===== src/rtl/syn_fifo_pkg.sv =====
// Shared sizing helpers and output-mode constants for the syn_fifo family.
package syn_fifo_pkg;

    localparam int FIFO_MODE_STD  = 0;
    localparam int FIFO_MODE_FWFT = 1;

    // Pointer index width for a given depth (at least one bit).
    function automatic int addr_width(input int depth);
        return (depth > 1) ? $clog2(depth) : 1;
    endfunction

    // Occupancy width: one extra bit so the value DEPTH itself is representable.
    function automatic int count_width(input int depth);
        return addr_width(depth) + 1;
    endfunction

endpackage


===== src/rtl/syn_fifo_mem.sv =====
// WIDTH x DEPTH storage array: synchronous write port, asynchronous read port.
// Contents are intentionally not reset.
module syn_fifo_mem
    import syn_fifo_pkg::*;
#(
    parameter int WIDTH  = 16,
    parameter int DEPTH  = 16,
    parameter int ADDR_W = addr_width(DEPTH)
) (
    input  logic              clk,
    input  logic              we,
    input  logic [ADDR_W-1:0] waddr,
    input  logic [WIDTH-1:0]  wdata,
    input  logic [ADDR_W-1:0] raddr,
    output logic [WIDTH-1:0]  rdata
);

    logic [WIDTH-1:0] mem [DEPTH];

    // Write the accepted word into its slot.
    always_ff @(posedge clk) begin
        if (we) mem[waddr] <= wdata;
    end

    assign rdata = mem[raddr];

endmodule


===== src/rtl/syn_fifo_ctrl.sv =====
// Single-clock FIFO controller: pointers, occupancy count, registered
// threshold flags, sticky error flags and the read-data output path
// (registered standard mode or first-word-fall-through).
module syn_fifo_ctrl
    import syn_fifo_pkg::*;
#(
    parameter int WIDTH     = 16,
    parameter int DEPTH     = 16,
    parameter int AF_THRESH = 14,
    parameter int AE_THRESH = 2,
    parameter int FWFT      = FIFO_MODE_STD
) (
    input  logic                          clk,
    input  logic                          rst,
    input  logic [WIDTH-1:0]              data_in,
    input  logic                          write_en,
    input  logic                          read_en,
    input  logic                          err_clr,
    output logic [WIDTH-1:0]              data_out,
    output logic                          full,
    output logic                          empty,
    output logic                          almost_full,
    output logic                          almost_empty,
    output logic [count_width(DEPTH)-1:0] count,
    output logic                          overflow,
    output logic                          underflow
);

    localparam int ADDR_W = addr_width(DEPTH);
    localparam int CNT_W  = ADDR_W + 1;

    localparam logic [CNT_W-1:0] DEPTH_C = CNT_W'(DEPTH);
    localparam logic [CNT_W-1:0] AF_C    = CNT_W'(AF_THRESH);
    localparam logic [CNT_W-1:0] AE_C    = CNT_W'(AE_THRESH);

    // Parameter legality, caught at elaboration.
    if (WIDTH < 1) begin : g_bad_width
        $error("syn_fifo_ctrl: WIDTH must be >= 1");
    end
    if (DEPTH < 4 || (DEPTH & (DEPTH - 1)) != 0) begin : g_bad_depth
        $error("syn_fifo_ctrl: DEPTH must be a power of 2 and >= 4");
    end
    if (AF_THRESH < 1 || AF_THRESH > DEPTH) begin : g_bad_af
        $error("syn_fifo_ctrl: AF_THRESH must be in 1..DEPTH");
    end
    if (AE_THRESH < 0 || AE_THRESH > DEPTH - 1) begin : g_bad_ae
        $error("syn_fifo_ctrl: AE_THRESH must be in 0..DEPTH-1");
    end
    if (FWFT != FIFO_MODE_STD && FWFT != FIFO_MODE_FWFT) begin : g_bad_mode
        $error("syn_fifo_ctrl: FWFT must be 0 or 1");
    end

    // Pointers carry one extra MSB so they simply wrap with the counter width.
    logic [ADDR_W:0]  wr_ptr;
    logic [ADDR_W:0]  rd_ptr;
    logic             wr_acc;
    logic             rd_acc;
    logic [CNT_W-1:0] count_nxt;
    logic [WIDTH-1:0] rdata;

    // Accepts use the registered flags, so a write while full never
    // displaces a concurrent read and a read while empty is ignored.
    assign wr_acc = write_en & ~full;
    assign rd_acc = read_en & ~empty;

    // Next occupancy: flags are derived from this so they move with count.
    always_comb begin
        count_nxt = count;
        if (wr_acc && !rd_acc)      count_nxt = count + CNT_W'(1);
        else if (rd_acc && !wr_acc) count_nxt = count - CNT_W'(1);
    end

    // Pointers, count and status flags.
    always_ff @(posedge clk or negedge rst) begin
        if (!rst) begin
            wr_ptr       <= '0;
            rd_ptr       <= '0;
            count        <= '0;
            full         <= 1'b0;
            empty        <= 1'b1;
            almost_full  <= 1'b0;
            almost_empty <= 1'b1;
        end else begin
            if (wr_acc) wr_ptr <= wr_ptr + (ADDR_W+1)'(1);
            if (rd_acc) rd_ptr <= rd_ptr + (ADDR_W+1)'(1);
            count        <= count_nxt;
            full         <= (count_nxt == DEPTH_C);
            empty        <= (count_nxt == '0);
            almost_full  <= (count_nxt >= AF_C);
            almost_empty <= (count_nxt <= AE_C);
        end
    end

    // Sticky error flags; a new error on the same edge beats err_clr.
    always_ff @(posedge clk or negedge rst) begin
        if (!rst) begin
            overflow  <= 1'b0;
            underflow <= 1'b0;
        end else begin
            overflow  <= (write_en & full)  | (overflow  & ~err_clr);
            underflow <= (read_en  & empty) | (underflow & ~err_clr);
        end
    end

    syn_fifo_mem #(
        .WIDTH  (WIDTH),
        .DEPTH  (DEPTH),
        .ADDR_W (ADDR_W)
    ) u_mem (
        .clk   (clk),
        .we    (wr_acc),
        .waddr (wr_ptr[ADDR_W-1:0]),
        .wdata (data_in),
        .raddr (rd_ptr[ADDR_W-1:0]),
        .rdata (rdata)
    );

    if (FWFT == FIFO_MODE_FWFT) begin : g_fwft
        // Head word shows through directly; forced to zero while empty so
        // the output is deterministic out of reset.
        assign data_out = empty ? '0 : rdata;
    end else begin : g_std
        // Registered read: head word captured on the accepting edge.
        always_ff @(posedge clk or negedge rst) begin
            if (!rst)        data_out <= '0;
            else if (rd_acc) data_out <= rdata;
        end
    end

endmodule

===== config.mk =====
export PLATFORM = sky130hd
export DESIGN_NAME = syn_fifo_ctrl
export DESIGN_NICKNAME = d
export VERILOG_FILES = /design/src/rtl/syn_fifo_pkg.sv /design/src/rtl/syn_fifo_mem.sv /design/src/rtl/syn_fifo_ctrl.sv
export SDC_FILE = /design/constraint.sdc
export NUM_CORES = 1
export LEC_CHECK = 0
export BUFFER_PORTS_ARGS = -buffer_cell sky130_fd_sc_hd__buf_2
export CAP_MARGIN = 25
export CORE_UTILIZATION = 40
export CTS_BUF_LIST = sky130_fd_sc_hd__clkbuf_4 sky130_fd_sc_hd__clkbuf_8
export CTS_CLUSTER_SIZE = 20
export DETAILED_ROUTE_END_ITERATION = 8
export GPL_TIMING_DRIVEN = 0
export PLACE_DENSITY = 0.62
export SETUP_SLACK_MARGIN = 0.1
export SYNTH_ARGS = -nofsm -noshare
export SYNTH_HDL_FRONTEND = slang
export SYNTH_HIERARCHICAL = 1
export SYNTH_SLANG_ARGS = --single-unit

===== constraint.sdc =====
create_clock -name clk -period 6.6 [get_ports clk]
set_clock_uncertainty 0.05 [all_clocks]
set_input_delay 0.66 -clock clk [delete_from_list [all_inputs] [get_ports clk]]
set_output_delay 0.66 -clock clk [all_outputs]
set_load 0.02 [all_outputs]

==> summary.txt, run 1 <==
Run status
  – Outcome: completed

Timing
  – Worst Max-Slew Pin Slew: 1000 ps
  – PnR worst setup slack: 4080 ps
  – Crit path time final: 2520 ps
  – Max Clk Rate: 0.397 GHz
  – Final Max Tran Viols: 0
  – Slew Limit Headroom: 32.8%
  – Final setup viols: 0
  – RSZ-0062 raised after global routing: false
  – Final setup TNS: 0 ps
  – Period utilization: 38.2%
  – Final Hold Fails: 0

Yosys
  – Flops & latches, synth: 291
  – Synth Area in Compound Gates: 3.10%
  – Yosys warns: 6
  – Xor/xnor cell area share of the yosys netlist: 0.978%
  – Syn Std Cell Area: 11,300 µm²
  – Sequential area share after synthesis: 76.1%
  – Syn avg cell area: 20.0 µm²
  – Post-synth net total: 589
  – Async SR Flop Fraction: 12.0%
  – Post-synth EDFFs: 256
  – Largest family of logic cells by synthesized area: multiplexers
  – Synth Instances: 564
  – Main synth FF type: edfxtp_1
  – Synth cell types: 42
  – Mux contribution to synthesized area: 13.1%
  – Synth Area in Adders: 0.445%
  – Post-synthesis simple-gate area fraction: 4.70%

Clock tree
  – CTS H-tree depth: 2
  – Cells resized by post-CTS repair: 0
  – CTS clk-pin slew, worst paths: 60 ps
  – CTS tree: done
  – Clock Sinks: 291
  – Clock Tree Buf Depth: 3
  – Worst-Skew Late Latency: 570 ps
  – Clock root cell: clkbuf_8
  – CTS buffer count: 47

Power and ir drop
  – Flop pwr share: 42.6%
  – Power per standard cell area: 428 nW/µm²
  – Peak VDD IR: 0.247 mV
  – Net Switching: 0.00184 W
  – Internal power: 0.00384 W
  – Combinational Power Share: 30.7%
  – Share of power burned in the clock network: 26.6%
  – P_leak: 4.59 nW
  – Switch share: 32.4%

Setup path
  – R2R setup slack: 4080 ps
  – CP endpoint kind: flop
  – CP Cell Sequence: nand2b_4 > buf_6 > inv_2 > or3b_2 > nor3_2 > buf_6
  – CP Launch Type: flop
  – Setup CP Type: flop to flop
  – FF-to-FF Start: full
  – R2R Path End: u_mem/mem[0][0]
  – Crit path required time: 6810 ps
  – Slowest cell on crit path: nor3_2
  – Critical path peak fanout: 10
  – CP peak stage delay: 560 ps
  – R2R depth: 6
  – Most used cell, CP: buf_6
  – CP arrival: 2730 ps

Layout
  – Most frequent cells in the layout: edfxtp_1, nand2_1, mux4_2
  – Area Growth Syn to Fin: 17.9%
  – Multi-input logic area: 2570 µm²
  – Nets@finish: 705
  – Final Util: 47.9%
  – Register area: 8570 µm²
  – Ant. Diodes: 0
  – Fraction of layout cells with a size suffix above 1: 33.4%
  – Leading cell type in the layout, fill and taps excluded: edfxtp_1
  – Fill count: 2,273

Min path
  – Hold Crit Start: err_clr
  – Hold-critical path depth: 2
  – Worst hold path class: primary input to flop
  – Worst Hold Endpoint: underflow

Floorplan
  – Die area: 28,800 µm²
  – I/O pin count: 48
  – Initial Util: 40.6%
  – Core area: 27,700 µm²
  – Row count: 61
  – Die width: 170 µm
  – Die Ht: 170 µm

Routing
  – Vias after detailed routing: 5,804
  – DRC viols: 0
  – Vias per cell: 5.29
  – Detailed Route WL: 24.7 mm
  – Initial DRC count: 490
  – Routed length per placed instance: 22.5 µm
  – DRT Pass-1 Iters: 5
  – ANT nets after route: 0

Place
  – Placer Congestion: 0.764
  – Pre-CTS setup slack: 3740 ps
  – DP HPWL: 16.2 mm
  – PortBufs: 47

Run
  – Max Cap Viol: 0

Global route
  – Vias in the first global route: 6,210
  – Congestion Overflow GR: 0
  – Pin count of the biggest net entering global routing: 36
  – Total GRT Usage: 17.9%
  – Number of antenna violations at the first check in global routing: 0
  – First-pass GRT wire length: 37.1 mm
## power by group through the flow
stage | Clock, W | Sequential (W) | Combinational, W
finish | 0.00151 | 0.00242 | 0.00175
floorplan | 0 | 0.00252 | 0.00109
global placement | 0 | 0.00245 | 0.00165
detailed placement | 0 | 0.00246 | 0.00176
CTS | 0.00156 | 0.00243 | 0.00177
global route | 0.00165 | 0.00245 | 0.00188
## worst max-delay path by stage
stage	startpoint	slack, ps	cells past startpoint	end
2_1_floorplan	write_en	3580	5	u_mem/mem[0][0]
3_3_place_gp	write_en	2280	6	u_mem/mem[8][12]
3_5_place_dp	write_en	3740	7	u_mem/mem[0][12]
4_1_cts	full	4040	6	u_mem/mem[0][15]
5_1_grt	full	3920	6	u_mem/mem[0][15]
6_report	full	4080	6	u_mem/mem[0][0]
## metal layers
layer	wire length (µm)	track usage [%]	up-vias
li1	-	-	2509
met1	10100	23.4	3036
met2	12300	29.7	205
met3	1740	3.78	54
met4	545	5.99	0
met5	0	0	-
## logic make-up (layout without fill, tap and decap cells)
group,count (synthesis),count (layout)
and+or+nand+nor,119,119
AOI/OAI and AO/OA,44,44
adders and majority gates,4,4
xor gates and xnor gates,10,10
DFF,291,291
buffers and inverters,32,187
muxes,64,64
## cell usage after synthesis, types with 2 or more instances
cell type / count / area share, %
edfxtp_1: 256 / 68
nand2_1: 77 / 2.6
mux4_2: 54 / 11
dfrtp_1: 33 / 7.3
a22oi_1: 32 / 2.1
nor2_1: 16 / 0.53
clkbuf_1: 11 / 0.37
mux4_1: 10 / 2.3
xnor2_1: 7 / 0.54
buf_6: 5 / 0.50
buf_2: 4 / 0.18
ha_1: 4 / 0.44
inv_1: 4 / 0.13
nor3_1: 4 / 0.18
buf_1: 3 / 0.10
buf_4: 3 / 0.20
nand2b_1: 3 / 0.17
nand3_1: 3 / 0.13
nor4_1: 3 / 0.17
o21ai_0: 3 / 0.13
dfstp_2: 2 / 0.47
inv_2: 2 / 0.067
nand3b_1: 2 / 0.13
nand4_1: 2 / 0.11
nor2b_1: 2 / 0.11
o21ai_1: 2 / 0.089
xnor2_2: 2 / 0.29
## metrics by stage
step	std cells	hold slack (ps)	power, W	cell area [µm²]
2_1_floorplan	564	314	0.00361	11300
3_3_place_gp	989	412	0.00410	12000
3_5_place_dp	1007	410	0.00422	12300
4_1_cts	1095	203	0.00576	13200
5_1_grt	1097	255	0.00598	13300
6_report	1097	262	0.00568	13300
## final cells by class
cell class | count | area share, %
inverter | 6 | 0.170
clock buffer | 62 | 5.91
buffer | 26 | 1.14
multi-input combinational | 241 | 19.4
clock inverter | 26 | 1.18
timing repair buffer | 67 | 4.12
tap | 378 | 3.56
sequential | 291 | 64.6
## flip-flops by register name, indices dropped and copies added (netlist names)
signal        count
u_mem/mem       256
data_out         16
count             5
rd_ptr            4
wr_ptr            4
almost_empty      1
almost_full       1
empty             1
full              1
overflow          1
underflow         1
## critical path, delay by kind of cell (launching register included)
kind                   cells  cell delay, ps
buffers and inverters      3             530
AND/OR/NAND/NOR            3            1240
flip-flops                 1             390
## what timing repair did
| item | in CTS | in global routing |
|---|---|---|
| hold buffers | 0 | 1 |
| setup buffers | 0 | 0 |
| endpoints found under the hold margin | 0 | 2 |
No activity file was read; power rests on OpenSTA's default activity.
==> inputs of run 2 (changes only) <==
--- a/config.mk
+++ b/config.mk
@@ -12,7 +12,7 @@
 export CTS_CLUSTER_SIZE = 20
 export DETAILED_ROUTE_END_ITERATION = 8
 export GPL_TIMING_DRIVEN = 0
-export PLACE_DENSITY = 0.62
+export PLACE_DENSITY = 0.64
 export SETUP_SLACK_MARGIN = 0.1
 export SYNTH_ARGS = -nofsm -noshare
 export SYNTH_HDL_FRONTEND = slang
==> constraint.sdc (replaced) <==
create_clock -name clk -period 2.1 [get_ports clk]
set_clock_uncertainty 0.05 [all_clocks]
set_input_delay 0.21 -clock clk [delete_from_list [all_inputs] [get_ports clk]]
set_output_delay 0.21 -clock clk [all_outputs]
set_load 0.02 [all_outputs]
==> run 2 against run 1 <==
Effect of this change:
- critical path depth did not move
- sequential cell count stayed put
- worst hold slack lost 180 ps
- first-iteration DRC count grew 9.0%
- final cell count grew 4.1%
- sequential share of layout area decreased by 3.7 points
- clock power rose to 3.1 times the previous value
- global-route usage increased by 1.4 points
- sequential power rose to 3.2 times the previous value
- utilization increased by 3.0 points
==> summary.txt, run 2 (synthesis results as in run 1) <==
Power and ir drop
  – Power per standard cell area: 1330 nW/µm²
  – Peak VDD IR: 0.641 mV
  – P_leak: 4.93 nW
  – Total power: 0.0188 W

Global route
  – GR Util met1: 25.6%
  – Vias in the first global route: 6,282
  – Total GRT Usage: 19.2%
  – GRT met3 Usage: 4.06%
  – Number of antenna violations at the first check in global routing: 0
  – Met2 GRT Util: 31.6%
  – Pin count of the biggest net entering global routing: 36
  – Layer with the highest usage: met2
  – First-pass GRT wire length: 39.6 mm
  – Congestion Overflow GR: 0

Clock tree
  – CTS tree: done
  – CTS buffer count: 45
  – CTS H-tree depth: 2
  – Worst-Skew Late Latency: 560 ps
  – Clock Sinks: 291
  – Clock Tree Buf Depth: 3
  – Clock root cell: clkbuf_8
  – CTS clk-pin slew, worst paths: 60 ps

Layout
  – Leading cell type in the layout, fill and taps excluded: edfxtp_1
  – Nets@finish: 752
  – Fraction of layout cells with a size suffix above 1: 39.0%
  – Final Util: 50.8%
  – Largest register by flop count: u_mem/mem
  – Top Registers: u_mem/mem (256), data_out (16), count (5)
  – Area Growth Syn to Fin: 25.1%
  – Finished Cell Area: 14,100 µm²
  – Non-filler cells, final: 1,142
  – Ant. Diodes: 0
  – Most frequent cells in the layout: edfxtp_1, nand2_1, mux4_2
  – Max reg flops: 256

Routing
  – Vias per cell: 5.30
  – Routed length per placed instance: 23.6 µm
  – Initial DRC count: 534
  – Detailed Route WL: 27.0 mm
  – DRT Pass-1 Iters: 5
  – ANT nets after route: 0
  – Vias after detailed routing: 6,051
  – DRC viols: 0

Setup path
  – CP peak stage delay: 450 ps
  – R2R setup slack: 90 ps
  – Setup CP Type: flop to flop
  – FF-to-FF Start: full
  – CP arrival: 2210 ps
  – CP Cell Sequence: nand2b_4 > buf_8 > inv_8 > or3b_4 > nor3_4 > buf_8
  – Critical path peak fanout: 8
  – Critical path's top delay family: simple AND/OR/NAND/NOR gates
  – Crit path required time: 2300 ps
  – Critical path depth in cells: 6
  – R2R Path End: u_mem/mem[0][3]
  – Most used cell, CP: buf_8
  – CP endpoint kind: flop
  – CP Launch Type: flop
  – Bufs and invs on worst path: 3
  – Slowest cell on crit path: or3b_4
  – R2R depth: 6

Timing
  – Max Clk Rate: 0.498 GHz
  – Slew Limit Headroom: 50.6%
  – Fin Hold WS: 81.3 ps
  – RSZ-0062 raised after global routing: true
  – Worst Max-Slew Pin Slew: 741 ps
  – Final Max Tran Viols: 0
  – Final Hold Fails: 0
  – Final setup viols: 0
  – Crit path time final: 2010 ps
  – Period utilization: 95.6%

Place
  – Placer Congestion: 0.753
  – DP Cell Count: 1,000
  – PortBufs: 47
  – Placed Area: 12,300 µm²
  – DP HPWL: 15.8 mm

Floorplan
  – Die area: 28,800 µm²
  – Row count: 61
  – Die width: 170 µm
  – Die Ht: 170 µm
  – I/O pin count: 48
  – Core area: 27,700 µm²
  – Initial Util: 40.6%

Min path
  – Hold-critical path depth: 5
  – Worst hold path class: primary input to flop
  – Worst Hold Endpoint: wr_ptr[1]
  – Hold Crit Start: write_en

Run
  – Max Cap Viol: 0

Run status
  – Outcome: completed
[run 2: report_power, final]
group | leakage [nW] | total (W) | internal, W | switching (W)
clock network | 0.492 | 0.00464 | 0.00250 | 0.00215
logic | 1.70 | 0.00646 | 0.00288 | 0.00359
registers | 2.74 | 0.00768 | 0.00719 | 0.000491
total | 4.93 | 0.0188 | 0.0126 | 0.00622
[run 2: final cells by class]
class / instances / area [µm²]
clock buffer: 66 / 808
timing repair buffer: 116 / 1140
sequential: 291 / 8570
buffer: 26 / 260
fill: 2183 / 13600
inverter: 6 / 30.0
tap: 378 / 473
clock inverter: 18 / 92.6
multi-input combinational: 241 / 2710
[run 2: worst min-delay path, cell delays in order]
cell,delay [ps]
buf_2,110
nand2b_4,60
buf_8,130
nand2_1,60
nand2_1,60
[run 2: worst max-delay path by stage]
| stage | startpoint | to | slack, ps |
|---|---|---|---|
| after detailed placement | rd_ptr[1] | data_out[10] | -400 |
| after CTS | full | u_mem/mem[5][9] | -180 |
| after global placement | full | u_mem/mem[13][12] | -930 |
| after floorplan | full | u_mem/mem[0][0] | -60 |
| after global routing | full | u_mem/mem[0][3] | 40 |
| final | full | u_mem/mem[0][3] | 90 |
[run 2: per-layer routing]
metal / vias up / routed length (µm)
met3: 43 / 1850
li1: 2612 / -
met5: - / 0
met2: 248 / 13600
met1: 3148 / 11100
met4: 0 / 479
[run 2: what timing repair did]
action,in CTS,in global routing
endpoints found under the setup margin,256,125
pin swaps,11,9
resized for setup,40,38
buffers inserted,18,18
hold buffers,20,1
endpoints found under the hold margin,291,1
[run 2: per-stage QoR]
step / worst slack, ps / TNS (ps)
3_5_place_dp: -397 / -28510
6_report: 92.1 / 0
3_3_place_gp: -926 / -144020
2_1_floorplan: -56.4 / -6420
5_1_grt: 37.6 / 0
4_1_cts: -180 / -2730
